### config.mk
export PLATFORM = sky130hd
export DESIGN_NAME = tremolo_modulator
export DESIGN_NICKNAME = d
export VERILOG_FILES = /design/src/rtl/tremolo_pkg.sv /design/src/rtl/shift_add_mult.sv /design/src/rtl/tremolo_modulator.sv
export SDC_FILE = /design/constraint.sdc
export NUM_CORES = 1
export LEC_CHECK = 0
export CAP_MARGIN = 5
export CELL_PAD_IN_SITES_DETAIL_PLACEMENT = 1
export CELL_PAD_IN_SITES_GLOBAL_PLACEMENT = 2
export CORE_MARGIN = 2
export CORE_UTILIZATION = 36
export CTS_BUF_LIST = sky130_fd_sc_hd__clkbuf_8
export DETAILED_ROUTE_END_ITERATION = 16
export GPL_TIMING_DRIVEN = 1
export PLACE_DENSITY_LB_ADDON = 0.25
export SYNTH_ARGS = -nofsm -noshare
export SYNTH_HDL_FRONTEND = slang
export SYNTH_HIERARCHICAL = 1
export SYNTH_SLANG_ARGS = --single-unit
### constraint.sdc
create_clock -name i_clk -period 5.8 [get_ports i_clk]
set_input_delay 1.74 -clock i_clk [delete_from_list [all_inputs] [get_ports i_clk]]
set_output_delay 1.74 -clock i_clk [all_outputs]
set_load 0.05 [all_outputs]
### src/rtl/tremolo_pkg.sv
// Shared definitions for the tremolo amplitude modulator.
// Contents:
//   state_t   - top-level sequencing states
//   constants - Q15 unity gain, LFO offset/clamp, depth limit, multiplier length
//   calc_gain - LFO + depth + enable -> unsigned Q15 gain in [0, 32768]
package tremolo_pkg;

  typedef enum logic [1:0] {
    S_IDLE,
    S_GAIN,
    S_MUL,
    S_DONE
  } state_t;

  localparam int                 Q15_ONE    = 32768;
  localparam logic signed [32:0] LFO_OFFSET = 33'sd1073741824;  // 2^30
  localparam logic signed [32:0] LFO_CLAMP  = 33'sd2147483648;  // 2^31
  localparam logic [3:0]         DEPTH_MAX  = 4'd8;
  localparam int                 MUL_CYCLES = 16;

  // The LFO swings +/-2^30, so shifting it up by 2^30 gives a unipolar
  // value whose top 16 bits (after >>16) are a Q15 gain 0..1.0. Depth then
  // blends between unity (depth 0) and the full LFO gain (depth 8).
  function automatic logic [15:0] calc_gain(
    input logic signed [31:0] lfo,
    input logic [3:0]         depth,
    input logic               en
  );
    logic signed [32:0] s;
    logic [16:0]        g;
    logic [3:0]         d;
    logic [16:0]        span;
    logic [20:0]        scaled;
    logic [16:0]        gain;
    s = 33'(lfo) + LFO_OFFSET;
    if (s < 0) begin
      s = '0;
    end else if (s > LFO_CLAMP) begin
      s = LFO_CLAMP;
    end
    g      = 17'(s >>> 16);
    d      = (depth > DEPTH_MAX) ? DEPTH_MAX : depth;
    span   = 17'(Q15_ONE) - g;
    scaled = 21'(d) * 21'(span);
    gain   = 17'(Q15_ONE) - 17'(scaled >> 3);
    if (!en) begin
      gain = 17'(Q15_ONE);
    end
    return 16'(gain);
  endfunction

endpackage

### src/rtl/shift_add_mult.sv
// Serial signed x unsigned multiplier, one multiplier bit per clock, LSB first.
// Ports:
//   i_clk, i_rst_n - clock, asynchronous active-low reset
//   start          - load a/b and begin (ignored handling: restarts if busy)
//   a              - signed multiplicand
//   b              - unsigned multiplier
//   busy           - high while bits are being consumed
//   done           - high during the final step cycle; product is valid then
//   product        - final product, combinational, valid only while done=1
// The result is exposed during the last step (rather than one cycle later)
// so the caller can register it on the same edge the accumulator would.
module shift_add_mult
  import tremolo_pkg::*;
(
  input  logic               i_clk,
  input  logic               i_rst_n,
  input  logic               start,
  input  logic signed [15:0] a,
  input  logic [15:0]        b,
  output logic               busy,
  output logic               done,
  output logic signed [31:0] product
);

  logic signed [31:0] addend_reg;
  logic signed [31:0] acc_reg;
  logic [15:0]        mult_reg;
  logic [3:0]         bit_cnt_reg;
  logic               busy_reg;
  logic signed [31:0] sum;

  assign sum     = mult_reg[0] ? (acc_reg + addend_reg) : acc_reg;
  assign busy    = busy_reg;
  assign done    = busy_reg && (bit_cnt_reg == 4'(MUL_CYCLES - 1));
  assign product = sum;

  always_ff @(posedge i_clk or negedge i_rst_n) begin
    if (!i_rst_n) begin
      addend_reg  <= '0;
      acc_reg     <= '0;
      mult_reg    <= '0;
      bit_cnt_reg <= '0;
      busy_reg    <= 1'b0;
    end else if (start) begin
      addend_reg  <= 32'(a);
      acc_reg     <= '0;
      mult_reg    <= b;
      bit_cnt_reg <= '0;
      busy_reg    <= 1'b1;
    end else if (busy_reg) begin
      acc_reg     <= sum;
      addend_reg  <= addend_reg <<< 1;
      mult_reg    <= mult_reg >> 1;
      bit_cnt_reg <= bit_cnt_reg + 4'd1;
      if (done) begin
        busy_reg <= 1'b0;
      end
    end
  end

endmodule

### src/rtl/tremolo_modulator.sv
// Tremolo amplitude modulator: scales each audio sample by a Q15 gain
// derived from a triangle LFO and a depth control.
// Ports:
//   i_clk, i_rst_n  - clock, asynchronous active-low reset
//   i_valid/o_ready - input handshake; o_ready is high only when idle
//   i_sample        - signed audio sample
//   i_lfo           - signed triangle LFO value, nominally +/-2^30
//   i_depth         - depth 0..8 (eighths), larger values act as 8
//   i_en            - 1 = modulate, 0 = pass the sample through unchanged
//   o_valid         - one-cycle pulse when o_sample updates
//   o_sample        - modulated sample, held until the next o_valid
// Transfer at edge N -> o_sample/o_valid update at edge N+17, ready again
// after edge N+18.
module tremolo_modulator
  import tremolo_pkg::*;
#(
  parameter int DATA_W = 16,
  parameter int LFO_W  = 32
) (
  input  logic              i_clk,
  input  logic              i_rst_n,
  input  logic              i_valid,
  output logic              o_ready,
  input  logic [DATA_W-1:0] i_sample,
  input  logic [LFO_W-1:0]  i_lfo,
  input  logic [3:0]        i_depth,
  input  logic              i_en,
  output logic              o_valid,
  output logic [DATA_W-1:0] o_sample
);

  state_t             state_reg;
  state_t             state_next;
  logic signed [15:0] sample_reg;
  logic signed [31:0] lfo_reg;
  logic [3:0]         depth_reg;
  logic               en_reg;
  logic               valid_reg;
  logic [15:0]        out_reg;

  logic               transfer;
  logic [15:0]        gain;
  logic               mult_start;
  logic               mult_busy;
  logic               mult_done;
  logic signed [31:0] product;
  logic               finish;

  assign o_ready    = (state_reg == S_IDLE);
  assign transfer   = i_valid && o_ready;
  assign gain       = calc_gain(lfo_reg, depth_reg, en_reg);
  assign mult_start = (state_reg == S_GAIN);
  assign finish     = (state_reg == S_MUL) && mult_done;
  assign o_valid    = valid_reg;
  assign o_sample   = out_reg;

  shift_add_mult u_mult (
    .i_clk   (i_clk),
    .i_rst_n (i_rst_n),
    .start   (mult_start),
    .a       (sample_reg),
    .b       (gain),
    .busy    (mult_busy),
    .done    (mult_done),
    .product (product)
  );

  always_comb begin
    state_next = state_reg;
    case (state_reg)
      S_IDLE: if (transfer) state_next = S_GAIN;
      S_GAIN: state_next = S_MUL;
      // The busy check only matters if the multiplier were ever idle while
      // we wait on it; it keeps the FSM from getting stuck in S_MUL.
      S_MUL:  if (mult_done || !mult_busy) state_next = S_DONE;
      S_DONE: state_next = S_IDLE;
      default: state_next = S_IDLE;
    endcase
  end

  always_ff @(posedge i_clk or negedge i_rst_n) begin
    if (!i_rst_n) begin
      state_reg  <= S_IDLE;
      sample_reg <= '0;
      lfo_reg    <= '0;
      depth_reg  <= '0;
      en_reg     <= 1'b0;
      valid_reg  <= 1'b0;
      out_reg    <= '0;
    end else begin
      state_reg <= state_next;
      if (transfer) begin
        sample_reg <= i_sample;
        lfo_reg    <= i_lfo;
        depth_reg  <= i_depth;
        en_reg     <= i_en;
      end
      valid_reg <= finish;
      // |gain| <= 1.0, so bits [30:15] of the product always fit in 16 bits.
      if (finish) begin
        out_reg <= 16'(product >>> 15);
      end
    end
  end

endmodule

==> results of run 1 <==
-- routing by layer --
metal	up-vias	wire [µm]	GRT usage
met5	-	0	0
met4	0	419	0.0474
met3	24	611	0.0292
met2	79	15600	0.332
met1	4670	13900	0.241
li1	4597	-	-
-- worst register-to-register path, delay by kind of cell (launching register included) --
family / cells / cell delay [ps]
DFF: 1 / 400
and+or+nand+nor: 11 / 2210
xor gates and xnor gates: 1 / 160
buffers and inverters: 3 / 350
AOI/OAI and AO/OA: 5 / 900
adders and majority gates: 4 / 1600
-- repair_timing --
| item | CTS | global route |
|---|---|---|
| setup buffers | 3 | 16 |
| endpoints found under the setup margin | 10 | 12 |
| pin swaps | 7 | 49 |
| resized for setup | 12 | 73 |
| endpoints found under the hold margin | 0 | 0 |
-- final cells by class --
type                    count  area [µm²]  area share
repair buffers            173        1500       0.106
clock buffers              17         234      0.0166
inverters                  89         334      0.0237
multi-input cells         934        7470       0.531
clock inverters            15         154      0.0109
well taps                 402         503      0.0357
flip-flops and latches    155        3880       0.276
-- per-stage QoR --
| stage | instance area, µm² | cells | util |
|---|---|---|---|
| 2_1_floorplan | 11600 | 1235 | - |
| 3_3_place_gp | 13200 | 1734 | 0.417 |
| 3_5_place_dp | 13200 | 1734 | 0.417 |
| 4_1_cts | 13600 | 1769 | 0.432 |
| 5_1_grt | 14100 | 1785 | 0.446 |
| 6_report | 14100 | 1785 | 0.446 |
-- how the worst max path moves through the flow --
stage | endpoint | slack [ps] | cells past startpoint
6_report | u_mult/mult_reg[15] | 100 | 24
5_1_grt | u_mult/mult_reg[15] | -190 | 24
2_1_floorplan | u_mult/mult_reg[15] | 10 | 25
4_1_cts | u_mult/mult_reg[15] | 50 | 24
3_5_place_dp | u_mult/mult_reg[15] | -250 | 25
3_3_place_gp | u_mult/mult_reg[15] | -30 | 25
-- cells in the final DEF (no fill, tap or decap), types with 45 or more instances in the layout --
cell,instances
inv_1,86
buf_4,97
mux2_2,92
dfrtp_1,154
nor2_1,111
ha_1,45
a21oi_1,67
nand2_1,114
clkdlybuf4s50_1,72
mux2i_1,59
o21ai_0,49
==> flow_summary_export.csv, run 1 <==
group,metric,value,unit
grt,grt_max_degree,99,
timing,fin_skew,22.1,ps
min_path,min_to,"u_mult/addend_reg[5]",
setup_path,crit_start,"lfo_reg[14]",
timing,drv_slew,0,
grt,grt_first_pass_wirelength,50.6,mm
clock_network,cts_buffers,17,
die,chipWidth,183,µm
setup_path,cp.required,6220,ps
clock_network,insertion_delay,490,ps
timing,fmax,175,MHz
die,initial_core_util,0.365,
timing,relSlewSlack,0.268,
die,pin_count,74,
timing,tns,0,ps
routing,drtPass1Iterations,4,
setup_path,crit_path_end_kind,"register",
die,fp.dieH,183,µm
setup_path,slowest_delay,630,ps
setup_path,path_cells,"nor4_2 > nand4_1 > nor3_2 > o21a_2 > nand2_2 > ha_4 > buf_6 > xor2_4 > nand3_2 > fa_1 > fa_2 > inv_2 > ha_4 > nand2_4 > o41ai_4 > buf_6 > o2111ai_4 > and3_4 > nor4b_4 > and4bb_4 > a31oi_1 > and4bb_1 > nand2_1 > o21ai_1",
timing,timing.hold.ws,482,ps
place,hpwl,22.7,mm
clock_network,cts_hold_buf,0,
timing,period_share,0.983,
timing,fin_ws,99.7,ps
cells_and_area,n_antenna_cell,0,
setup_path,rr_worst_depth,24,
setup_path,rr_startpoint,"lfo_reg[14]",
setup_path,cp.buffers_inverters,3,
routing,wl_per_cell,17.1,µm
routing,via_per_inst,5.25,
min_path,hp-class,"reg -> reg",
grt,grt_antenna_before_repair,0,
routing,routed_wl,30.5,mm
routing,drtIter0Drc,276,
die,rows,65,
synth,syn_area,0.0115,mm²
flow_run,maxCapViolCount,0,
timing,finalHoldViolations,0,
cells_and_area,fill_cells,3602,
synth,syn-num-nets,1377,
setup_path,worstSetupPathType,"reg -> reg",
grt,track_usage,0.188,
synth,postSynthCellCount,1235,
routing,ant_nets,0,
routing,drc_errors,0,
timing,min_period,5700,ps
synth,ys_warn_count,6,
clock_network,cts.sinks,155,
cells_and_area,area_delta_synth_final,22.2,%
setup_path,reg2reg_slack,100,ps
cells_and_area,nets,1512,
setup_path,crit_slowest_cell,"fa_2",
place,numPortBuffers,73,
timing,rsz0062_at_grt,"true",
clock_network,h-tree-depth,4,
setup_path,reg2reg_to,"u_mult/mult_reg[15]",
die,die-area,0.0334,mm²
cells_and_area,drive_above_1_share,0.239,
min_path,whs_path_depth,2,
timing,setup_viol,0,
grt,grt_pass1_vias,9865,
place,place.gp.congestion,0.860,
status,status,"completed",
setup_path,worstPathArrival,6120,ps
setup_path,cp-start-kind,"register",
cells_and_area,largest_reg_flops,32,
synth,syn_area_per_cell,9.32,µm²
clock_network,cts_root_buf,"clkbuf_8",
setup_path,worstPathMaxFanout,7,
clock_network,clock_path_buffers,2,
clock_network,path_clk_slew,100,ps
routing,vias,9370,
timing,worstMarginPinSlew,1090,ps
min_path,hold_start,"sample_reg[5]",
place,pre_cts_slack,-248,ps
grt,overflow,0,
die,core_area,0.0316,mm²
setup_path,critPathTopFamily,"simple AND/OR/NAND/NOR gates",
clock_network,cts_tree,"built",
Power of run 1 is left out: the tool's default activity adds up to more than one toggle a clock period on the data nets, which glitch-free logic cannot reach.
==> run 2, diff against run 1 <==
- REMOVE_ABC_BUFFERS: unset -> 1
==> flow_summary_export.csv, run 2 (synthesized netlist as in run 1, its figures left out) <==
group,metric,value,unit
die,initial_core_util,0.365,
routing,drtPass1Iterations,4,
setup_path,worstSetupPathType,"reg -> reg",
routing,via_per_inst,5.29,
cells_and_area,multi_input_area,0.00749,mm²
die,rows,65,
timing,fin_skew,26.8,ps
cells_and_area,final_common_cell,"dfrtp_1",
setup_path,cp.required,6160,ps
setup_path,worstPathMaxFanout,8,
timing,timing.hold.ws,485,ps
timing,fmax,178,MHz
cells_and_area,final_area,0.0142,mm²
place,numPortBuffers,73,
cells_and_area,area_delta_synth_final,23.3,%
setup_path,cp-start-kind,"register",
grt,overflow,0,
die,fp.dieH,183,µm
routing,vias,9482,
setup_path,slowest_delay,430,ps
routing,ant_nets,0,
clock_network,path_clk_slew,100,ps
grt,grt_max_degree,82,
die,pin_count,74,
routing,drc_errors,0,
place,place.gp.congestion,0.807,
timing,finalHoldViolations,0,
die,die-area,0.0334,mm²
clock_network,h-tree-depth,4,
setup_path,crit_path_end_kind,"register",
timing,tns,0,ps
setup_path,worstPathArrival,5990,ps
cells_and_area,fill_cells,3627,
grt,grt_antenna_before_repair,0,
cells_and_area,nets,1519,
timing,period_share,0.971,
cells_and_area,n_antenna_cell,0,
die,chipWidth,183,µm
timing,setup_viol,0,
setup_path,cp.buffers_inverters,4,
timing,min_period,5630,ps
clock_network,cts_buffers,17,
clock_network,cts.sinks,155,
cells_and_area,drive_above_1_share,0.243,
grt,grt_first_pass_wirelength,52.0,mm
cells_and_area,ff_latch_area,0.00388,mm²
clock_network,cts_tree,"built",
grt,track_usage,0.193,
place,hpwl,23.1,mm
clock_network,cts_root_buf,"clkbuf_8",
timing,rsz0062_at_grt,"true",
flow_run,maxCapViolCount,0,
place,post_dp_cell_area,0.0132,mm²
setup_path,critPathTopFamily,"simple AND/OR/NAND/NOR gates",
routing,routed_wl,31.2,mm
timing,relSlewSlack,0.210,
setup_path,crit_slowest_cell,"fa_1",
min_path,hp-class,"reg -> reg",
timing,drv_slew,0,
timing,worstMarginPinSlew,1180,ps
cells_and_area,largest_reg_flops,32,
die,core_area,0.0316,mm²
routing,drtIter0Drc,330,
routing,wl_per_cell,17.4,µm
status,status,"completed",
cells_and_area,utilization,0.450,
cells_and_area,layout_common_cells,"dfrtp_1 (154), nand2_1 (113), nor2_1 (108)",
clock_network,insertion_delay,500,ps
grt,grt_pass1_vias,10100,
clock_network,clock_path_buffers,2,
## run 2: path summary, 6_finish.rpt
check / start / endpoint / slack (ps) / cells past startpoint
max: lfo_reg[10] / u_mult/mult_reg[15] / 170 / 25
min: sample_reg[4] / u_mult/addend_reg[4] / 480 / 2
max reg2reg: lfo_reg[10] / u_mult/mult_reg[15] / 170 / 25
min reg2reg: sample_reg[4] / u_mult/addend_reg[4] / 480 / 2
max in group asynchronous: i_rst_n / sample_reg[2] / 3470 / 2
min in group asynchronous: i_rst_n / sample_reg[6] / 1270 / 1
## run 2: layout make-up
cell class,count,share of cell area
clock inverter,15,0.0140
tap,402,0.0354
timing repair buffer,180,0.110
sequential,155,0.273
inverter,89,0.0235
clock buffer,17,0.0165
multi-input combinational,934,0.528
## run 2: metal layers
| layer | up-vias | wire [µm] | global-route usage |
|---|---|---|---|
| met5 | - | 0 | 0 |
| met4 | 0 | 302 | 0.0432 |
| met3 | 18 | 468 | 0.0238 |
| met2 | 68 | 15600 | 0.341 |
| li1 | 4616 | - | - |
| met1 | 4780 | 14800 | 0.254 |
## run 2: timing repair
item                                    in CTS  in global routing
buffers inserted                             0                 11
gates resized for setup                      9                 89
pin swaps                                    1                 40
endpoints found under the setup margin       7                 12
endpoints found under the hold margin        0                  0
cloned                                       0                  1
hold buffers                                 0                  0
## run 2: through the flow
stage          cells  setup slack (ps)
2_1_floorplan   1178              -455
3_3_place_gp    1749             -20.6
3_5_place_dp    1749              -215
4_1_cts         1781              1.56
5_1_grt         1792              -193
6_report        1792               167
## run 2: worst reg2reg max path, stage by stage, from the launching register on
cell	delay, ps
dfrtp_1	390
nor4_1	390
nand4_1	160
nor3_2	210
o21a_2	220
nand2_2	90
ha_4	210
buf_4	170
a22o_4	260
nor2_1	130
fa_1	430
inv_1	90
fa_1	380
inv_1	110
ha_4	230
a21o_2	240
o21a_1	190
o31ai_1	230
buf_4	180
and3_4	210
a311oi_4	50
or2_2	340
nor4_2	280
and4bb_1	210
nand2_1	60
o21ai_1	70
Power of run 2 is left out for the same reason.
==> run 3, diff against run 2 <==
- TNS_END_PERCENT: unset -> 1
==> flow_summary_export.csv, run 3 (synthesized netlist as in run 1, its figures left out) <==
group,metric,value,unit
routing,wl_per_cell,17.3,µm
place,hpwl,23.1,mm
cells_and_area,fill_cells,3638,
die,pin_count,74,
die,rows,65,
clock_network,cts.sinks,155,
grt,grt_first_pass_wirelength,52.0,mm
clock_network,cts_buffers,17,
cells_and_area,nets,1516,
setup_path,cp-start-kind,"register",
timing,min_period,5650,ps
clock_network,insertion_delay,500,ps
setup_path,worstPathMaxFanout,6,
setup_path,crit_slowest_cell,"fa_1",
min_path,hp-class,"reg -> reg",
routing,via_per_inst,5.29,
setup_path,crit_start,"lfo_reg[10]",
cells_and_area,final_common_cell,"dfrtp_1",
timing,fmax,177,MHz
setup_path,crit_path_end_kind,"register",
die,die-area,0.0334,mm²
timing,period_share,0.973,
clock_network,path_clk_slew,100,ps
setup_path,rr_startpoint,"lfo_reg[10]",
place,numPortBuffers,73,
setup_path,critPathTopFamily,"simple AND/OR/NAND/NOR gates",
routing,drtIter0Drc,372,
timing,fin_skew,29.6,ps
die,initial_core_util,0.365,
grt,grt_antenna_before_repair,0,
timing,tns,0,ps
cells_and_area,layout_common_cells,"dfrtp_1 (154), nand2_1 (114), nor2_1 (108)",
setup_path,cp.buffers_inverters,3,
routing,routed_wl,31.0,mm
cells_and_area,area_delta_synth_final,22.2,%
setup_path,worstSetupPathType,"reg -> reg",
timing,worstMarginPinSlew,1180,ps
cells_and_area,n_antenna_cell,0,
setup_path,worstPathArrival,6000,ps
timing,finalHoldViolations,0,
die,chipWidth,183,µm
clock_network,cts_hold_buf,0,
grt,grt_pass1_vias,10100,
clock_network,cts_tree,"built",
grt,grt_max_degree,82,
routing,drtPass1Iterations,4,
cells_and_area,drive_above_1_share,0.232,
routing,ant_nets,0,
flow_run,maxCapViolCount,0,
timing,relSlewSlack,0.211,
cells_and_area,utilization,0.446,
grt,overflow,0,
setup_path,cp.required,6160,ps
timing,rsz0062_at_grt,"true",
cells_and_area,ff_latch_area,0.00388,mm²
status,status,"completed",
grt,track_usage,0.193,
cells_and_area,multi_input_area,0.00740,mm²
timing,setup_viol,0,
die,fp.dieH,183,µm
place,place.gp.congestion,0.807,
setup_path,slowest_delay,530,ps
clock_network,clock_path_buffers,2,
routing,drc_errors,0,
die,core_area,0.0316,mm²
cells_and_area,largest_reg_flops,32,
clock_network,cts_root_buf,"clkbuf_8",
routing,vias,9468,
timing,drv_slew,0,
clock_network,h-tree-depth,4,
min_path,hold_start,"sample_reg[4]",
## run 3: cell count changes in the layout (fill, tap and decap cells not counted), sizes merged
| cell | delta |
|---|---|
| buf | -3 |
## run 3: cell type report
type                       count  area share
inverter                      89      0.0237
multi-input combinational    934       0.525
clock buffer                  17      0.0166
sequential                   155       0.276
tap                          402      0.0357
timing repair buffer         177       0.109
clock inverter                15      0.0141
## run 3: path summary, 6_finish.rpt
kind	cells after the start	to	slack [ps]
worst max-delay path	26	u_mult/mult_reg[15]	150
max in group asynchronous	2	sample_reg[2]	3470
worst min-delay path	2	u_mult/addend_reg[4]	480
worst max register to register	26	u_mult/mult_reg[15]	150
worst min register to register	2	u_mult/addend_reg[4]	480
min in group asynchronous	1	sample_reg[6]	1270
## run 3: worst reg2reg max path, cell delays in order (launching register included)
cell	delay, ps
dfrtp_1	390
nor4_1	390
nand4_1	160
nor3_2	210
o21a_2	220
nand2_2	90
ha_4	210
nand2_1	90
nand3_1	130
nand2_2	120
nor2_1	60
fa_1	530
inv_1	50
fa_1	520
inv_1	60
ha_4	260
a21o_2	240
o21a_1	190
o31ai_1	230
buf_4	180
and3_4	210
a311oi_4	50
or2_2	340
nor4_2	270
and4bb_1	210
nand2_1	60
o21ai_1	70
## run 3: what timing repair did
| action | in CTS | in global routing |
|---|---|---|
| endpoints found under the setup margin | 7 | 12 |
| buffers inserted | 0 | 8 |
| endpoints found under the hold margin | 0 | 0 |
| gates resized for setup | 9 | 70 |
| pin swaps | 1 | 34 |
| gates cloned | 0 | 0 |
## run 3: metal layers
| layer | wire [µm] | global-route usage |
|---|---|---|
| met5 | 0 | 0 |
| met4 | 350 | 0.0432 |
| met3 | 571 | 0.0238 |
| met2 | 15400 | 0.341 |
| met1 | 14600 | 0.254 |
## run 3: through the flow
step	instance area [µm²]	worst slack [ps]	hold slack, ps	cells
finish	14100	155	485	1789
global route	14100	-216	522	1789
CTS	13700	1.56	495	1781
detailed placement	13200	-215	473	1749
global placement	13200	-20.6	468	1749
floorplan	11200	-455	448	1178
Power of run 3 is left out for the same reason.
